$ cat src/rtl/wb_arb2.sv
`default_nettype none
// ============================================================================
// Module      : wb_arb2
// Description : Two-master round-robin Wishbone arbiter with cyc-long grant
//               lock and a per-strobe watchdog that terminates stalls with err.
// Revision    : 1.0 - initial release
// ============================================================================
module wb_arb2 #(
    parameter int AW      = 24,
    parameter int DW      = 32,
    parameter int TIMEOUT = 255,
    parameter int CW      = 8
) (
    input  logic              clk,
    input  logic              rstn,
    // master 0
    input  logic [AW-1:0]     m0_adr_i,
    input  logic [DW-1:0]     m0_dat_i,
    output logic [DW-1:0]     m0_dat_o,
    input  logic [DW/8-1:0]   m0_sel_i,
    input  logic              m0_we_i,
    input  logic              m0_cyc_i,
    input  logic              m0_stb_i,
    output logic              m0_ack_o,
    output logic              m0_err_o,
    // master 1
    input  logic [AW-1:0]     m1_adr_i,
    input  logic [DW-1:0]     m1_dat_i,
    output logic [DW-1:0]     m1_dat_o,
    input  logic [DW/8-1:0]   m1_sel_i,
    input  logic              m1_we_i,
    input  logic              m1_cyc_i,
    input  logic              m1_stb_i,
    output logic              m1_ack_o,
    output logic              m1_err_o,
    // slave
    output logic [AW-1:0]     s_adr_o,
    output logic [DW-1:0]     s_dat_o,
    input  logic [DW-1:0]     s_dat_i,
    output logic [DW/8-1:0]   s_sel_o,
    output logic              s_we_o,
    output logic              s_cyc_o,
    output logic              s_stb_o,
    input  logic              s_ack_i,
    output logic [1:0]        gnt_o
);

    localparam logic [CW-1:0] c_timeout  = CW'(TIMEOUT);
    localparam logic          c_wdog_en  = (TIMEOUT != 0);

    typedef enum logic [1:0] {
        ST_IDLE = 2'd0,
        ST_OWN0 = 2'd1,
        ST_OWN1 = 2'd2
    } state_t;

    state_t          r_state;
    state_t          w_state_nxt;
    logic            r_last;
    logic            w_last_nxt;
    logic [CW-1:0]   r_wdog;
    logic [CW-1:0]   w_wdog_nxt;

    logic            w_own0;
    logic            w_own1;
    logic            w_cyc_sel;
    logic            w_stb_sel;
    logic            w_timeout;

    assign w_own0    = (r_state == ST_OWN0);
    assign w_own1    = (r_state == ST_OWN1);
    assign w_cyc_sel = (w_own0 & m0_cyc_i) | (w_own1 & m1_cyc_i);
    assign w_stb_sel = (w_own0 & m0_stb_i) | (w_own1 & m1_stb_i);

    // Ack on the deadline cycle wins over the timeout.
    assign w_timeout = c_wdog_en & w_stb_sel & ~s_ack_i & (r_wdog == c_timeout);

    always_ff @(posedge clk or negedge rstn) begin
        if (!rstn) begin
            r_state <= ST_IDLE;
            r_last  <= 1'b1;
            r_wdog  <= '0;
        end else begin
            r_state <= w_state_nxt;
            r_last  <= w_last_nxt;
            r_wdog  <= w_wdog_nxt;
        end
    end

    always_comb begin
        w_state_nxt = r_state;
        w_last_nxt  = r_last;
        case (r_state)
            ST_IDLE: begin
                if (m0_cyc_i && m1_cyc_i)
                    w_state_nxt = r_last ? ST_OWN0 : ST_OWN1;
                else if (m0_cyc_i)
                    w_state_nxt = ST_OWN0;
                else if (m1_cyc_i)
                    w_state_nxt = ST_OWN1;
            end
            ST_OWN0: begin
                if (!m0_cyc_i) begin
                    w_state_nxt = ST_IDLE;
                    w_last_nxt  = 1'b0;
                end
            end
            ST_OWN1: begin
                if (!m1_cyc_i) begin
                    w_state_nxt = ST_IDLE;
                    w_last_nxt  = 1'b1;
                end
            end
            default: w_state_nxt = ST_IDLE;
        endcase
    end

    // Counter is zero in IDLE, so every entry to an owner state starts at 0.
    always_comb begin
        w_wdog_nxt = '0;
        if (c_wdog_en && w_cyc_sel && w_stb_sel && !s_ack_i && !w_timeout)
            w_wdog_nxt = (r_wdog == c_timeout) ? r_wdog : r_wdog + 1'b1;
    end

    always_comb begin
        s_adr_o  = '0;
        s_dat_o  = '0;
        s_sel_o  = '0;
        s_we_o   = 1'b0;
        s_cyc_o  = 1'b0;
        s_stb_o  = 1'b0;
        gnt_o    = 2'b00;
        m0_dat_o = '0;
        m0_ack_o = 1'b0;
        m0_err_o = 1'b0;
        m1_dat_o = '0;
        m1_ack_o = 1'b0;
        m1_err_o = 1'b0;
        if (w_own0) begin
            gnt_o    = 2'b01;
            s_adr_o  = m0_adr_i;
            s_dat_o  = m0_dat_i;
            s_sel_o  = m0_sel_i;
            s_we_o   = m0_we_i;
            s_cyc_o  = m0_cyc_i;
            s_stb_o  = m0_stb_i & ~w_timeout;
            m0_dat_o = s_dat_i;
            m0_ack_o = s_ack_i;
            m0_err_o = w_timeout;
        end else if (w_own1) begin
            gnt_o    = 2'b10;
            s_adr_o  = m1_adr_i;
            s_dat_o  = m1_dat_i;
            s_sel_o  = m1_sel_i;
            s_we_o   = m1_we_i;
            s_cyc_o  = m1_cyc_i;
            s_stb_o  = m1_stb_i & ~w_timeout;
            m1_dat_o = s_dat_i;
            m1_ack_o = s_ack_i;
            m1_err_o = w_timeout;
        end
    end

endmodule
`default_nettype wire

$ cat config.mk
export PLATFORM = sky130hd
export DESIGN_NAME = wb_arb2
export DESIGN_NICKNAME = d
export VERILOG_FILES = /design/src/rtl/wb_arb2.sv
export SDC_FILE = /design/constraint.sdc
export NUM_CORES = 1
export LEC_CHECK = 0
export ABC_AREA = 1
export CORE_AREA = 2 2 115 117
export DETAILED_ROUTE_END_ITERATION = 12
export DIE_AREA = 0 0 117 119
export PLACE_DENSITY = 0.53
export SYNTH_ARGS = -nofsm -noshare
export SYNTH_HDL_FRONTEND = slang
export SYNTH_SLANG_ARGS = --single-unit
export TNS_END_PERCENT = 50
$ cat constraint.sdc
create_clock -name clk -period 3.4 [get_ports clk]
set_input_delay 0.34 -clock clk [delete_from_list [all_inputs] [get_ports clk]]
set_output_delay 0.34 -clock clk [all_outputs]
set_load 0.02 [all_outputs]
==> results of run 1 <==
state kept, by name (all words and copies together) (netlist names):
signal	cells
r_wdog	8
r_last	1
r_state	2
critical path, stage by stage, from the launching register on:
cell	delay, ns
dfrtp_1	0.45
inv_2	0.13
nand2_4	0.25
inv_4	0.57
a22o_1	0.36
clkdlybuf4s50_1	0.66
cell type report:
cell class                      instances  share of cell area (%)
Tap cell                              176                    4.63
Inverter                               47                    3.81
Clock buffer                            4                    1.66
Multi-Input combinational cell        179                    22.3
Sequential cell                        11                    5.81
Timing Repair Buffer                  294                    61.8
kinds of logic (layout without fill, tap and decap cells):
group,count (synthesis),in the layout,synth area share [%]
adders and majority gates,1,1,0.738
AOI/OAI and AO/OA,67,67,34.0
buffers and inverters,66,345,20.9
and+or+nand+nor,108,108,26.4
xor gates and xnor gates,3,3,1.55
DFF,11,11,16.3
cells in the mapped netlist (all sizes together):
library cell and instances:
nor2 78, a22o 61, inv 47, buf 19
nand2 17, dfrtp 10, nand3 7, nand4 4
nor3 2, o21ai 2, o21bai 2, xnor2 2
a311oi 1, dfstp 1, ha 1, o2111ai 1
xor2 1
worst min-delay path by stage:
| stage | from | endpoint | slack [ns] | depth (start not counted) |
|---|---|---|---|---|
| after floorplan | rstn | r_state[0]$_DFFE_PN0P_ | 0.04 | 0 |
| after global placement | r_wdog[0]$_DFFE_PN0P_ | r_wdog[0]$_DFFE_PN0P_ | 0.45 | 1 |
| after detailed placement | r_wdog[0]$_DFFE_PN0P_ | r_wdog[0]$_DFFE_PN0P_ | 0.46 | 1 |
| after CTS | r_wdog[0]$_DFFE_PN0P_ | r_wdog[0]$_DFFE_PN0P_ | 0.46 | 1 |
| after global routing | rstn | r_wdog[0]$_DFFE_PN0P_ | 0.48 | 1 |
| final | rstn | r_wdog[2]$_DFFE_PN0P_ | 0.45 | 1 |
per-layer routing:
metal | up-vias | part of all wire [%]
li1 | 1412 | -
met5 | - | 0
met3 | 11 | 10
met1 | 1321 | 42
met4 | 0 | 1.5
met2 | 133 | 47
power breakdown:
part	total, mW	internal (mW)	leakage (nW)	switching (mW)
combinational	2.29	1.07	1.81	1.22
clock	0.219	0.158	0.0382	0.0611
sequential	0.174	0.151	0.148	0.0221
through the flow:
stage / utilization, % / setup WS [ns]
after floorplan: - / 1.78
after global placement: 36.4 / 0.674
after detailed placement: 36.4 / 0.632
after CTS: 37.0 / 0.370
after global routing: 37.0 / 0.241
final: 37.0 / 0.369
==> flow_metrics.py, run 1 <==
metrics = {
    "cells_and_area": {
        "drive_gt1_share_pct": 2.24,
        "final_cell_count_no_fill": 711,
        "area_delta_synth_final_pct": 181,
        "regArea_um2": 277,
        "fin_area_um2": 4760,
        "multi_input_area_um2": 1060,
        "antennaDiodeCount": 0,
        "finalNetCount": 698,
        "final_cell_mix": "clkdlybuf4s50_1 (293), nor2_1 (78), a22o_1 (61), inv_1 (43), nand2_1 (15)",
        "final_common_cell": "clkdlybuf4s50_1",
        "nFillCells": 1357,
    },
    "global_route": {
        "top_usage_layer": "met2",
        "grt_pass1_wl_um": 17100,
        "track_usage_pct": 16.3,
        "grt_use_met3_pct": 4.73,
        "grt-ovfl-total": 0,
        "antenna_found_initial": 0,
        "grt_use_met2_pct": 28.0,
        "grtUsageMet1_pct": 20.3,
        "grt_max_degree": 63,
        "grt_pass1_vias": 2814,
    },
    "route": {
        "first_pass_iters": 4,
        "drt_first_iter_violations": 106,
        "vias": 2877,
        "wl_per_cell_um": 17.6,
        "drc_errors": 0,
        "drt_wl_total_um": 12500,
        "antenna_left": 0,
        "vias_per_cell": 4.05,
    },
    "die": {
        "fp.dieH_um": 119,
        "io_pins": 294,
        "start_util_pct": 13.2,
        "rows": 42,
        "die-area_um2": 13900,
        "fp.coreArea_um2": 12900,
        "die_w_um": 117,
    },
    "sta": {
        "skew_ns": 0.00299,
        "timing.final.crit_share_pct": 89.1,
        "worst_pin_slew_ns": 0.642,
        "fin_crit_ns": 3.03,
        "fin_tns_setup_ns": 0,
        "fmax_mhz": 330,
        "rsz0062_at_grt": "no",
        "relSlewSlack_pct": 57.2,
        "hold_viol_final": 0,
        "setup_viol": 0,
        "drv_slew": 0,
        "timing.hold.ws_ns": 0.452,
    },
    "status": {
        "status": "complete, no violations",
    },
    "power": {
        "power.total_mw": 2.69,
        "ir_drop_mv": 0.254,
        "powerDensity_nw_per_um2": 564,
        "p_leak_nw": 1.99,
    },
    "logic_synthesis": {
        "synth_cell_types": 23,
        "synth_top_area_share_pct": 31.5,
        "yosys.area.top_type": "a22o_1",
        "synth_nets": 418,
        "yosysSeqAreaShare_pct": 16.3,
        "syn_inst": 256,
        "synth.area.top_cells": "a22o_1 (32%), nor2_1 (17%), dfrtp_1 (15%)",
        "yosysWarnings": 0,
        "synth_seq_cells": 11,
        "syn_area_um2": 1690,
        "postSynthAreaPerCell_um2": 6.62,
    },
    "placement": {
        "placed_cells": 707,
        "dp_hpwl_um": 10400,
        "gp_congestion": 0.870,
        "post_dp_cell_area_um2": 4680,
        "io_buffers": 293,
    },
    "clock_network": {
        "clk_path_buf_depth": 2,
        "clock-sinks": 11,
        "cts_resized": 0,
        "htreeDepth": 1,
        "insertion_delay_ns": 0.24,
        "tritoncts.num_buffers": 3,
        "cts_tree": "done",
        "path_clk_slew_ns": 0.04,
        "cts_root_buf": "clkbuf_16",
        "post_cts_buffers": 0,
        "ctsHoldBuffers": 0,
    },
    "worst_setup_path": {
        "cp.arrival_ns": 2.69,
        "r2r_slack_ns": 2.11,
        "cp-end-kind": "output pin",
        "crit_end": "s_adr_o[2]",
        "r2r_cells": 6,
        "cp-startpoint": "r_state[0]$_DFFE_PN0P_",
        "r2r-start": "r_wdog[0]$_DFFE_PN0P_",
        "r2r_end": "r_wdog[1]$_DFFE_PN0P_",
        "critical_path_class": "reg -> out",
        "start_kind": "register",
        "critPathRequiredTime_ns": 3.06,
        "cp_max_fo": 62,
    },
    "worst_hold_path": {
        "hp-class": "in -> async",
    },
    "job": {
        "maxCapViolCount": 0,
    },
}
Note: power is estimated with default switching activity, not from simulation.
==> inputs of run 2 (changes only) <==
--- a/config.mk
+++ b/config.mk
@@ -8,7 +8,9 @@
 export ABC_AREA = 1
 export CORE_AREA = 2 2 115 117
+export CTS_CLUSTER_SIZE = 10
 export DETAILED_ROUTE_END_ITERATION = 12
 export DIE_AREA = 0 0 117 119
 export PLACE_DENSITY = 0.53
+export SETUP_SLACK_MARGIN = 0.3
 export SYNTH_ARGS = -nofsm -noshare
 export SYNTH_HDL_FRONTEND = slang
==> constraint.sdc (replaced) <==
create_clock -name clk -period 3.4 [get_ports clk]
set_input_delay 0.34 -clock clk [delete_from_list [all_inputs] [get_ports clk]]
set_output_delay 0.34 -clock clk [all_outputs]
set_load 0.05 [all_outputs]
==> run 2 against run 1 <==
Effect of this change:
- wire length fell by 2.0%
- count of clock-buffer cells in the layout fell by 1
- non-clock buffer count rose by 1
- worst setup slack improved by 0.20 ns
- core utilization barely moved
- worst hold slack got worse by 0.0092 ns
- global-route usage fell by 0.19 points
- cell area barely moved
- first-iteration DRC count rose by 38%
- largest cell class unchanged
==> flow_metrics.py, run 2 (same netlist as run 1, synthesis figures left out) <==
metrics = {
    "status": {
        "status": "complete, no violations",
    },
    "power": {
        "ir_drop_mv": 0.280,
        "power.total_mw": 3.62,
        "powerDensity_nw_per_um2": 761,
        "p_leak_nw": 2.01,
    },
    "clock_network": {
        "path_clk_slew_ns": 0.04,
        "htreeDepth": 1,
        "cts_root_buf": "clkbuf_16",
        "ctsHoldBuffers": 0,
        "clk_path_buf_depth": 2,
        "cts_tree": "done",
        "tritoncts.num_buffers": 3,
        "cts_resized": 0,
        "post_cts_buffers": 0,
        "insertion_delay_ns": 0.24,
        "clock-sinks": 11,
    },
    "global_route": {
        "track_usage_pct": 16.1,
        "antenna_found_initial": 1,
        "grt_max_degree": 63,
        "grt_pass1_vias": 2860,
        "grt_pass1_wl_um": 17200,
        "grt-ovfl-total": 0,
    },
    "route": {
        "drt_first_iter_violations": 146,
        "wl_per_cell_um": 17.2,
        "drc_errors": 0,
        "vias": 2889,
        "first_pass_iters": 4,
        "vias_per_cell": 4.06,
        "drt_wl_total_um": 12300,
        "antenna_left": 0,
    },
    "cells_and_area": {
        "antennaDiodeCount": 0,
        "finalNetCount": 699,
        "area_delta_synth_final_pct": 181,
        "top_register": "r_wdog",
        "final_common_cell": "clkdlybuf4s50_1",
        "drive_gt1_share_pct": 3.54,
        "nFillCells": 1338,
        "final_cell_mix": "clkdlybuf4s50_1 (288), nor2_1 (78), a22o_1 (61), inv_1 (43), nand2_1 (15)",
        "largest_reg_flops": 8,
        "top_regs": "r_wdog (8), r_state (2), r_last (1)",
        "fin_area_um2": 4760,
    },
    "sta": {
        "setup_viol": 0,
        "relSlewSlack_pct": 57.2,
        "hold_viol_final": 0,
        "fmax_mhz": 353,
        "worst_pin_slew_ns": 0.643,
        "drv_slew": 0,
        "fin_crit_ns": 2.83,
        "timing.hold.ws_ns": 0.443,
        "fin_tns_setup_ns": 0,
        "skew_ns": 0.00146,
        "timing.final.crit_share_pct": 83.3,
        "rsz0062_at_grt": "no",
    },
    "placement": {
        "post_dp_cell_area_um2": 4680,
        "io_buffers": 293,
        "dp_hpwl_um": 10300,
        "gp_congestion": 0.814,
    },
    "worst_setup_path": {
        "cp-end-kind": "output pin",
        "critical_path_class": "reg -> out",
        "cp_max_fo": 62,
        "crit_chain": "inv_2 -> nand2_4 -> inv_4 -> a22o_1 -> clkdlybuf4s50_1",
        "start_kind": "register",
        "critical_path.slowest_cell": "clkdlybuf4s50_1",
        "max_stage_delay_ns": 0.87,
        "cpLargestDelayFamily": "buffers and inverters",
        "path_buf_inv": 3,
        "critPathRequiredTime_ns": 3.06,
        "cp.arrival_ns": 2.49,
    },
    "die": {
        "fp.coreArea_um2": 12900,
        "io_pins": 294,
        "die-area_um2": 13900,
        "rows": 42,
        "fp.dieH_um": 119,
        "die_w_um": 117,
        "start_util_pct": 13.2,
    },
    "job": {
        "maxCapViolCount": 0,
    },
    "worst_hold_path": {
        "hp-class": "in -> async",
    },
}
run 2: where the power goes:
part / total (mW) / switching, mW / internal (mW) / leakage (nW)
sequential: 0.172 / 0.0210 / 0.151 / 0.148
combinational: 3.24 / 2.17 / 1.06 / 1.82
clock: 0.212 / 0.0570 / 0.155 / 0.0409
total: 3.62 / 2.25 / 1.37 / 2.01
run 2: cell type report:
cell class | instances | area (um^2) | share of cell area, %
multi-input combinational | 179 | 1060 | 22.4
clock buffer | 3 | 75.1 | 1.58
tap | 176 | 220 | 4.63
timing repair buffer | 295 | 2940 | 61.7
inverter | 47 | 181 | 3.81
clock inverter | 1 | 5.00 | 0.105
sequential | 11 | 277 | 5.81
run 2: path summary, 6_finish.rpt:
path	slack, ns	depth (start not counted)	from	to
worst max-delay path	0.57	5	r_state[1]$_DFFE_PN0P_	s_adr_o[16]
worst min-delay path	0.44	1	rstn	r_wdog[6]$_DFFE_PN0P_
worst max register to register	2.10	6	r_wdog[0]$_DFFE_PN0P_	r_wdog[2]$_DFFE_PN0P_
worst min register to register	0.46	1	r_wdog[0]$_DFFE_PN0P_	r_wdog[0]$_DFFE_PN0P_
max in group asynchronous	2.60	1	rstn	r_last$_DFFE_PN1P_
min in group clk	0.46	1	r_wdog[0]$_DFFE_PN0P_	r_wdog[0]$_DFFE_PN0P_
run 2: routing by layer:
metal  routed length (um)  share of wire, %  GRT usage [%]  vias up
met5                   12             0.098              0        -
met4                   94              0.77           2.06        2
met3                 1450                12           6.62       10
met2                 5780                47           27.7      128
met1                 4930                40           19.1     1334
li1                     -                 -              -     1415
run 2: through the flow:
stage          instances  worst slack (ns)  util, %
6_report             712             0.569     36.9
5_1_grt              712             0.429     36.9
4_1_cts              712             0.511     36.9
3_5_place_dp         708             0.769     36.3
3_3_place_gp         708             0.766     36.3
2_1_floorplan        256              1.18        -
run 2: worst register-to-register path: cells and delay by family (launching register included):
kind          cells  cell delay, ns
fa+ha+maj         1            0.24
buf+inv           1            0.09
flops             1            0.39
simple gates      4            0.51
==> inputs of run 3 (changes only) <==
- clock period: 3.4 -> 2.9 ns (I/O delays scaled with it)
==> run 3 against run 2 <==
Effect of this change:
- count of clock-buffer cells in the layout is 1 higher
- register-to-register slack worse by 0.50 ns
- clock power increased by 18%
- sequential power up 16%
- first-iteration DRC count down 2.1%
- non-clock buffer count is 1 higher
- via count shrank 0.10%
- critical endpoint is now m0_err_o
==> flow_metrics.py, run 3 (same netlist as run 1, synthesis figures left out) <==
metrics = {
    "worst_setup_path": {
        "start_kind": "register",
        "critPathRequiredTime_ns": 2.61,
        "cp.arrival_ns": 2.17,
        "cp-end-kind": "output pin",
        "critical_path_class": "reg -> out",
        "cp_max_fo": 5,
    },
    "clock_network": {
        "insertion_delay_ns": 0.24,
        "cts_root_buf": "clkbuf_16",
        "clk_path_buf_depth": 2,
        "post_cts_buffers": 0,
        "tritoncts.num_buffers": 3,
        "path_clk_slew_ns": 0.04,
        "htreeDepth": 1,
        "clock-sinks": 11,
        "cts_tree": "done",
    },
    "power": {
        "powerDensity_nw_per_um2": 902,
        "power.share.combinational_pct": 89.2,
        "seq_power_share_pct": 4.8,
        "internal_power_mw": 1.53,
        "netSwitchingPower_mw": 2.65,
        "power.total_mw": 4.18,
        "switching_share_pct": 63.4,
        "p_clk_share_pct": 6.0,
        "p_leak_nw": 2.12,
        "ir_drop_mv": 0.345,
    },
    "sta": {
        "fin_ws_ns": 0.444,
        "fin_tns_setup_ns": 0,
        "rsz0062_at_grt": "yes",
        "timing.final.crit_share_pct": 84.7,
        "drv_slew": 0,
        "setup_viol": 0,
        "hold_viol_final": 0,
        "fmax_mhz": 407,
        "relSlewSlack_pct": 65.0,
        "worst_pin_slew_ns": 0.524,
        "skew_ns": 0.00120,
        "fin_crit_ns": 2.46,
    },
    "route": {
        "first_pass_iters": 5,
        "wl_per_cell_um": 16.8,
        "drt_wl_total_um": 12000,
        "vias": 2886,
        "vias_per_cell": 4.05,
        "drt_first_iter_violations": 143,
        "drc_errors": 0,
        "antenna_left": 0,
    },
    "cells_and_area": {
        "area_delta_synth_final_pct": 174,
        "multi_input_area_um2": 1060,
        "final_cell_mix": "clkdlybuf4s50_1 (231), nor2_1 (78), buf_4 (63), a22o_1 (61), inv_1 (43)",
        "largest_reg_flops": 8,
        "top_regs": "r_wdog (8), r_state (2), r_last (1)",
        "final_common_cell": "clkdlybuf4s50_1",
        "finalNetCount": 700,
        "top_register": "r_wdog",
        "regArea_um2": 277,
        "nFillCells": 1368,
        "drive_gt1_share_pct": 14.0,
        "antennaDiodeCount": 0,
    },
    "placement": {
        "post-place-ws_ns": 0.479,
        "dp_hpwl_um": 10200,
        "gp_congestion": 0.815,
        "io_buffers": 293,
    },
    "die": {
        "rows": 42,
        "io_pins": 294,
        "fp.coreArea_um2": 12900,
        "start_util_pct": 13.2,
        "fp.dieH_um": 119,
        "die_w_um": 117,
        "die-area_um2": 13900,
    },
    "global_route": {
        "grt-ovfl-total": 0,
        "antenna_found_initial": 0,
        "track_usage_pct": 15.4,
        "grt_max_degree": 62,
        "grt_pass1_vias": 2774,
        "grt_pass1_wl_um": 16300,
    },
    "job": {
        "maxCapViolCount": 0,
    },
    "status": {
        "status": "complete, no violations",
    },
    "worst_hold_path": {
        "hp-class": "in -> async",
    },
}
==> run 3: changes by cell type in the layout (fill, tap and decap cells not counted), sizes merged <==
| cell | before | now |
|---|---|---|
| clkinv | 1 | 0 |
| buf | 7 | 64 |
| dlymetal6s2s | 0 | 1 |
| clkbuf | 3 | 4 |
| clkdlybuf4s50 | 288 | 231 |
==> run 3: repair_timing <==
| action | 4_1_cts | 5_1_grt |
|---|---|---|
| setup endpoints to repair | 0 | 2 |
| hold buffers | 0 | 0 |
| resized for setup | 0 | 1 |
==> run 3: area by class of cell <==
type                            count  area share [%]
Sequential cell                    11            5.96
Timing Repair Buffer              296            60.7
Inverter                           47            3.91
Multi-Input combinational cell    179            22.9
Clock buffer                        4            1.70
Tap cell                          176            4.75
==> run 3: critical path, cell delays in order, from the launching register on <==
cell and delay (ns):
dfrtp_1 0.44, inv_2 0.13, nand3_1 0.08, nand2_1 0.15
nand3_1 0.14, nor3_1 0.15, clkdlybuf4s50_1 0.83
==> run 3: final timing paths <==
| check | slack [ns] | cells past startpoint | end | startpoint |
|---|---|---|---|---|
| max | 0.44 | 6 | m0_err_o | r_state[0]$_DFFE_PN0P_ |
| min | 0.39 | 1 | r_wdog[7]$_DFFE_PN0P_ | rstn |
| max reg2reg | 1.60 | 5 | r_wdog[0]$_DFFE_PN0P_ | r_state[0]$_DFFE_PN0P_ |
| min reg2reg | 0.46 | 1 | r_wdog[0]$_DFFE_PN0P_ | r_wdog[0]$_DFFE_PN0P_ |
| max in group asynchronous | 2.15 | 1 | r_last$_DFFE_PN1P_ | rstn |
| min in group clk | 0.46 | 1 | r_wdog[0]$_DFFE_PN0P_ | r_wdog[0]$_DFFE_PN0P_ |
==> run 3: metrics by stage <==
stage / area (um^2) / hold slack (ns) / instances / util, %
after global placement: 4560 / 0.445 / 709 / 35.4
after global routing: 4640 / 0.420 / 713 / 36.0
final: 4640 / 0.391 / 713 / 36.0
after detailed placement: 4560 / 0.453 / 709 / 35.4
after CTS: 4640 / 0.412 / 713 / 36.0
after floorplan: 1690 / -0.00559 / 256 / -
==> run 3: routing by layer <==
metal / up-vias / track usage (%) / part of all wire, %
li1: 1420 / - / -
met1: 1313 / 18.5 / 41
met2: 138 / 27.0 / 47
met3: 15 / 4.33 / 10
met4: 0 / 3.68 / 2.0
met5: - / 0 / 0
==> run 3: power by group through the flow <==
stage               Sequential (mW)  Clock, mW  Combinational (mW)
global placement              0.202          0                3.75
finish                        0.200      0.251                3.73
detailed placement            0.202          0                3.75
global route                  0.204      0.266                3.88
floorplan                     0.199          0                2.55
CTS                           0.200      0.260                3.76
